===== config.mk =====
export PLATFORM = sky130hd
export DESIGN_NAME = regfile_mp
export DESIGN_NICKNAME = d
export VERILOG_FILES = /design/src/rtl/regfile_pkg.sv /design/src/rtl/regfile_rd_port.sv /design/src/rtl/regfile_mp.sv
export SDC_FILE = /design/constraint.sdc
export NUM_CORES = 1
export LEC_CHECK = 0
export ABC_CLOCK_PERIOD_IN_PS = 6790
export BUFFER_PORTS_ARGS = -buffer_cell sky130_fd_sc_hd__buf_2
export CORE_ASPECT_RATIO = 1.4
export CORE_MARGIN = 2
export CORE_UTILIZATION = 35
export CTS_CLUSTER_DIAMETER = 30
export DETAILED_ROUTE_END_ITERATION = 12
export PLACE_DENSITY = 0.62
export SLEW_MARGIN = 20
export SYNTH_ARGS = -nofsm -noshare
export SYNTH_HDL_FRONTEND = slang
export SYNTH_HIERARCHICAL = 1
export SYNTH_SLANG_ARGS = --single-unit

===== constraint.sdc =====
create_clock -name clk -period 6.79 [get_ports clk]
set_clock_uncertainty 0.2 [all_clocks]
set_input_delay 1.358 -clock clk [delete_from_list [all_inputs] [get_ports clk]]
set_output_delay 1.358 -clock clk [all_outputs]
set_load 0.01 [all_outputs]

===== src/rtl/regfile_pkg.sv =====
// Shared types and helpers for the multi-port register file (regfile_mp).
// Optional write-first bypass is selected by the REGFILE_BYPASS_EN macro in the read ports.
package regfile_pkg;

   typedef enum logic {
      CLEAR = 1'b0,
      READY = 1'b1
   } state_t;

   function automatic int depth_of(input int addr_w);
      return 1 << addr_w;
   endfunction

endpackage


===== src/rtl/regfile_rd_port.sv =====
// One registered read port: zero-entry, busy and (with REGFILE_BYPASS_EN) write-first muxing.
// Without REGFILE_BYPASS_EN the port is read-first: it returns the pre-write array content.
module regfile_rd_port
   import regfile_pkg::*;
#(
   parameter int DATA_W   = 32,
   parameter int ADDR_W   = 5,
   parameter bit ZERO_REG = 1'b1
) (
   input  logic              clk,
   input  logic              rst,
   input  logic              busy,
   input  logic              wr_en,
   input  logic [ADDR_W-1:0] waddr,
   input  logic [DATA_W-1:0] wdata,
   input  logic [ADDR_W-1:0] raddr,
   input  logic [DATA_W-1:0] mem_q,
   output logic [DATA_W-1:0] rdata
);

   logic byp;

`ifdef REGFILE_BYPASS_EN
   assign byp = wr_en && (waddr == raddr);
`else
   logic unused_byp;
   assign unused_byp = &{1'b0, wr_en, waddr, wdata};
   assign byp        = 1'b0;
`endif

   // Zero-entry rule sits above the bypass so entry 0 never returns write data.
   always_ff @(posedge clk) begin
      if (rst || busy)
         rdata <= '0;
      else if (ZERO_REG && (raddr == '0))
         rdata <= '0;
      else if (byp)
         rdata <= wdata;
      else
         rdata <= mem_q;
   end

endmodule


===== src/rtl/regfile_mp.sv =====
// Parametrised register file: NUM_RD registered read ports, one write port, sequential clear after reset.
// Build option: define REGFILE_BYPASS_EN for write-first reads on a same-cycle address match.
module regfile_mp
   import regfile_pkg::*;
#(
   parameter int DATA_W   = 32,
   parameter int ADDR_W   = 5,
   parameter int NUM_RD   = 2,
   parameter bit ZERO_REG = 1'b1
) (
   input  logic                     clk,
   input  logic                     rst,
   input  logic                     we,
   input  logic [ADDR_W-1:0]        waddr,
   input  logic [DATA_W-1:0]        wdata,
   input  logic [NUM_RD*ADDR_W-1:0] raddr,
   output logic [NUM_RD*DATA_W-1:0] rdata,
   output logic                     busy
);

   localparam int              DEPTH    = depth_of(ADDR_W);
   localparam logic [ADDR_W:0] CLR_LAST = (ADDR_W + 1)'(DEPTH - 1);

   state_t            state, state_nxt;
   logic [ADDR_W:0]   clr_cnt, clr_cnt_nxt;
   logic [DATA_W-1:0] mem [DEPTH];
   logic              wr_en;
   logic              wr_keep;

   always_ff @(posedge clk) begin
      if (rst) begin
         state   <= CLEAR;
         clr_cnt <= '0;
      end else begin
         state   <= state_nxt;
         clr_cnt <= clr_cnt_nxt;
      end
   end

   // NOTE: every always_comb output gets a default first so no path can infer a latch.
   always_comb begin
      state_nxt   = state;
      clr_cnt_nxt = clr_cnt;
      case (state)
         CLEAR: begin
            clr_cnt_nxt = clr_cnt + 1'b1;
            if (clr_cnt == CLR_LAST)
               state_nxt = READY;
         end
         READY: ;
         default: state_nxt = CLEAR;
      endcase
   end

   assign busy    = (state == CLEAR);
   assign wr_en   = (state == READY) && we;
   assign wr_keep = wr_en && !(ZERO_REG && (waddr == '0));

   // NOTE: the array has no reset branch; the CLEAR walk zeroes it one entry per cycle instead.
   always_ff @(posedge clk) begin
      if (!rst) begin
         if (state == CLEAR)
            mem[clr_cnt[ADDR_W-1:0]] <= '0;
         else if (wr_keep)
            mem[waddr] <= wdata;
      end
   end

   for (genvar p = 0; p < NUM_RD; p++) begin : g_rd
      logic [ADDR_W-1:0] ra;
      assign ra = raddr[p*ADDR_W +: ADDR_W];

      regfile_rd_port #(
         .DATA_W   (DATA_W),
         .ADDR_W   (ADDR_W),
         .ZERO_REG (ZERO_REG)
      ) u_port (
         .clk   (clk),
         .rst   (rst),
         .busy  (busy),
         .wr_en (wr_en),
         .waddr (waddr),
         .wdata (wdata),
         .raddr (ra),
         .mem_q (mem[ra]),
         .rdata (rdata[p*DATA_W +: DATA_W])
      );
   end

endmodule


# [After elaboration in Yosys (flattened, before gate mapping)]
# Memories as Yosys holds them, arrays and structs flattened. A register that Yosys moved wholly into a read port is not among the register bits.
# Cells that the tools add are included.
[totals] ram_bits=1024 latch_bits=0 mem_bits_ro=0 mem_count=1 regBits=7
[mem_list] name="mem" depth=32 word_bits=32 read_ports=2 rd_ports_with_merged_regs=2 write_ports=1 line_no="regfile_mp.sv:26" text="logic [DATA_W-1:0] mem [DEPTH];"
[classes] reduce_logical=10 n_lt_le_gt_ge=0 bitwise=1 shifts=0 n_mux=12 multipliers=0 addsub=1 div=0 n_eq_ne=1
[ops] cell="two-way mux 32 bit" n=1
[ops] cell="OR reduction 32 bit" n=1
[ops] cell="logical NOT 5 bit" n=3
[ops] cell="two-way mux 1 bit" n=10
[ops] cell="adder 6 x 1 -> 6 bit, second input constant" n=1
[ops] cell="== test 6 x 5 -> 1 bit, second input constant" n=1
[ops] cell="two-way mux 5 bit" n=1
[ops] cell="OR reduction 2 bit" n=2
[ops] cell="logical AND 1 bit" n=2
[ops] cell="logical NOT 1 bit" n=1
[ops] cell="logical OR 1 bit" n=1
[ops] cell="NOT 1 bit" n=1

# [Longest topological paths before layout]
[depth] word_depth=9 mapped_depth=10 depth_no_buf=7

# [Hierarchy]
# Netlist, hierarchy kept.
[by_module_without_submodules] mod="regfile_mp" cells_each=3487 area_each_um2=49485.0 seq_area_each_um2=30889.6 instances=1
[by_module_without_submodules] mod="regfile_rd_port" cells_each=110 area_each_um2=1181.1 seq_area_each_um2=640.6 instances=2

# [Worst setup path before layout]
# OpenSTA, ideal clock, no wires.
[synth_timing] path_kind="input to register" startpoint="input port waddr[2]" endpoint="memory mem[11][0] (enable)" stages=7 t_arrival_ns=3.664 required_ns=6.169 path_slack_ns=2.505 cell_sequence="buf_2 nor3_2 a21oi_4 mux2i_1 nand2b_1 buf_6 nor2_1"
[synth_via] elab_chain_cells=9
[synth_lines] item="start, declared" line_no="regfile_mp.sv:14" text="input logic [ADDR_W-1:0] waddr,"
[synth_lines] item="logical NOT 5 bit" line_no="regfile_mp.sv:57" text="assign wr_keep = wr_en && !(ZERO_REG && (waddr == '0));"
[synth_lines] item="logical NOT 1 bit" line_no="regfile_mp.sv:57"
[synth_lines] item="logical AND 1 bit" line_no="regfile_mp.sv:57"
[synth_lines] item="two-way mux 1 bit" line_no="regfile_mp.sv:64" text="else if (wr_keep)"
[synth_lines] item="two-way mux 1 bit" line_no="regfile_mp.sv:62" text="if (state == CLEAR)"
[synth_lines] item="two-way mux 1 bit" line_no="regfile_mp.sv:61" text="if (!rst) begin"
[synth_lines] item="two-way mux 1 bit (implied by the code)" line_no="regfile_mp.sv:65" text="mem[waddr] <= wdata;"
[synth_lines] item="OR reduction 32 bit (no source line)"
[synth_lines] item="two-way mux 5 bit (no source line) or two-way mux 1 bit (tied branches)"
[synth_lines] item="end, declared" line_no="regfile_mp.sv:26"
# Parallel ways exist; a longest one is shown, timed or not.

# [Final worst setup path]
[layout_timing] startpoint="input port rst" endpoint="memory mem[15][17] (enable)"
[layout_via] elab_chain_cells=4
[layout_lines] item="start, declared" line_no="regfile_mp.sv:12" text="input logic rst,"
[layout_lines] item="two-way mux 1 bit" line_no="regfile_mp.sv:61"
[layout_lines] item="two-way mux 1 bit (implied by the code)" line_no="regfile_mp.sv:65"
[layout_lines] item="OR reduction 32 bit (no source line)"
[layout_lines] item="two-way mux 5 bit (no source line) or two-way mux 1 bit (tied branches)"
# Parallel ways exist; a longest one is shown, timed or not.

==> impl_metrics.ini <==
[synth]
synthAdderAreaFrac = 0.000241
synthCells = 3707
syn_nets = 3758
synth_top_family_by_area = multiplexers
syn-cell-area_um2 = 51800
synth_top_cell_by_area = edfxtp_1
synthFlopType = edfxtp_1
synth_xor_area_frac = 0.000676
ys_warn_count = 6
synthArstFlopShare = 0
yosysUniqueCellTypes = 48
synth.area.mux_share = 0.198
yosys.area_share.simple = 0.0622
synth_top_area_frac = 0.593
synth-edff-count = 1024
avgSynthCellArea_um2 = 14.0
yosys-top-cells-area = edfxtp_1, mux2i_1, a22oi_1, dfxtp_1, a21oi_1
yosysSeqAreaShare = 0.620
ys_ff_latch = 1095
synth_compound_area_frac = 0.0848

[layout]
mostFrequentLayoutCells = mux2i_1, edfxtp_1, a21oi_1
final_common_cell = mux2i_1
nets = 3850
drive_gt1_frac = 0.141
multi_input_area_um2 = 18200
regArea_um2 = 32200
fillers = 13600
area_growth_syn_to_layout_pct = 15.3

[detailed_routing]
vias = 34000
ant_nets = 0
drtIter0Drc = 3182
via_per_inst = 5.79
wl_per_cell_um = 28.0
wl_mm = 164
firstDrtPassIters = 6
drt_drc_violations_left = 0

[sta]
drv_slew = 0
worstMarginPinSlew_ns = 1.23
tns_ns = 0
setup_viol = 0
rsz0062_at_grt = no
fmax_mhz = 243
timing.final.crit_share = 0.606
min_period_ns = 4.11
final-hold-violation-count = 0
slew_headroom = 0.181
fin_hold_ws_ns = 0.342

[critical_path]
r2r_end = mem[15][17]
critPathKind = input pin to register
critPathSlowestCell = nor2_4
r2r_start = state
crit_path_max_fanout = 23
slowest_delay_ns = 0.93
arrival_ns = 4.38
regToRegSetupSlack_ns = 3.05
crit_path_start_kind = input pin
cp.required_ns = 7.05
critical_path.most_common_cell = buf_4
crit_chain = buf_4 > nand3b_2 > a21oi_4 > mux2i_1 > nand2b_1 > nor2_4 > buf_4
crit_path_end_kind = register
rr_worst_depth = 6

[floorplan]
dieWidth_um = 329
placementRows = 167
die_area_um2 = 151000
initial_core_util = 0.351
die_h_um = 459
core_um2 = 148000
io_pins = 115

[global_routing]
antenna_found_initial = 14
grt_max_degree = 139
grt_first_pass_wirelength_mm = 236
grt_pass1_vias = 34700
track_usage = 0.213
gr-total-overflow = 0

[pwr]
p_per_area_nw_per_um2 = 275
peakVddDrop_mv = 0.269
leakagePower_nw = 23.6

[cts]
cts.sinks = 1095
h-tree-depth = 4
path_clk_slew_ns = 0.06
root_buffer = clkbuf_16
cts_tree = yes
hold_buffers = 0
clock_path_buffers = 3
cts.repair.resized = 0
cts_buffers = 146
clkLatencyLatePin_ns = 0.78
postCtsSetupRepairBufs = 0

[status]
status = finished, final reports clean

[min_path]
hp-class = register to register
min_from = clr_cnt[0]
worstHoldPathCells = 2
holdPathEnd = clr_cnt[0]

[placed_design]
gp_congestion = 0.830
place_hpwl_mm = 97.5
portBuffers = 114

[flow_run]
cap_violations = 0
==> area by class of cell <==
type | count | area share
Sequential cell | 1095 | 0.538
Multi-Input combinational cell | 2321 | 0.305
Clock buffer | 172 | 0.0659
Tap cell | 1943 | 0.0407
Timing Repair Buffer | 228 | 0.0287
Clock inverter | 100 | 0.0205
Inverter | 7 | 0.000461
Antenna cell | 3 | 0.000126
==> power breakdown <==
part           switching [mW]  internal [mW]  total [mW]  leakage (nW)
Combinational           0.690          0.371        1.06          9.64
Clock                    3.12           4.92        8.04          2.46
Sequential             0.0146           7.31        7.32          11.5
==> worst max-delay path, delay by kind of cell <==
family	cells	cell delay, ns
AO/OA/AOI/OAI	1	0.42
buffers and inverters	2	0.57
multiplexers	1	0.17
AND/OR/NAND/NOR	3	1.81
==> cells in the mapped netlist, drive strengths merged (2+ instances only) <==
cell type / count
or3b: 64
a22oi: 192
nand2b: 6
nand3: 196
nor2: 45
a21oi: 259
and2: 35
a22o: 129
nor2b: 5
nor3: 68
or2: 2
nand3b: 2
xnor2: 3
dfxtp: 71
nand2: 204
o22ai: 4
nor4: 2
edfxtp: 1024
buf: 167
inv: 7
a31oi: 66
mux2i: 1026
clkbuf: 117
==> cell families after synthesis <==
group                      after synthesis
AOI/OAI and AO/OA                      657
and+or+nand+nor                        633
muxes                                 1026
adders and majority gates                1
DFF                                   1095
buffers and inverters                  291
xor gates and xnor gates                 4
==> flip-flops by register name, summed over array words and instances, names as in the netlist <==
signal and count:
mem 1024, clr_cnt 6, state 1, g_rd.u_port/rdata 64
==> routing by layer <==
metal,routed length [um],vias up,track usage
li1,-,14800,-
met1,65000,17400,0.266
met2,81000,1461,0.362
met3,12200,355,0.0423
met4,5800,18,0.0843
met5,103,-,0
==> metrics by stage <==
stage	setup slack (ns)	total power, mW	cells	util	cell area [um2]
floorplan	2.50	8.17	3707	-	51800
global placement	1.96	8.50	5589	0.369	54500
detailed placement	1.92	8.50	5594	0.370	54600
CTS	2.74	16.5	5866	0.405	59700
global route	2.52	16.8	5867	0.405	59800
finish	2.68	16.4	5869	0.405	59800
==> worst max path at each step <==
stage,from,to,slack [ns],cells past startpoint
after floorplan,waddr[2],mem[11][0],2.50,7
after global routing,rst,mem[5][1],2.52,7
final,rst,mem[15][17],2.68,7
after CTS,rst,mem[5][1],2.74,7
after global placement,rst,mem[13][18],1.96,6
after detailed placement,rst,mem[19][22],1.92,7
Note: power is estimated with default switching activity, not from simulation.
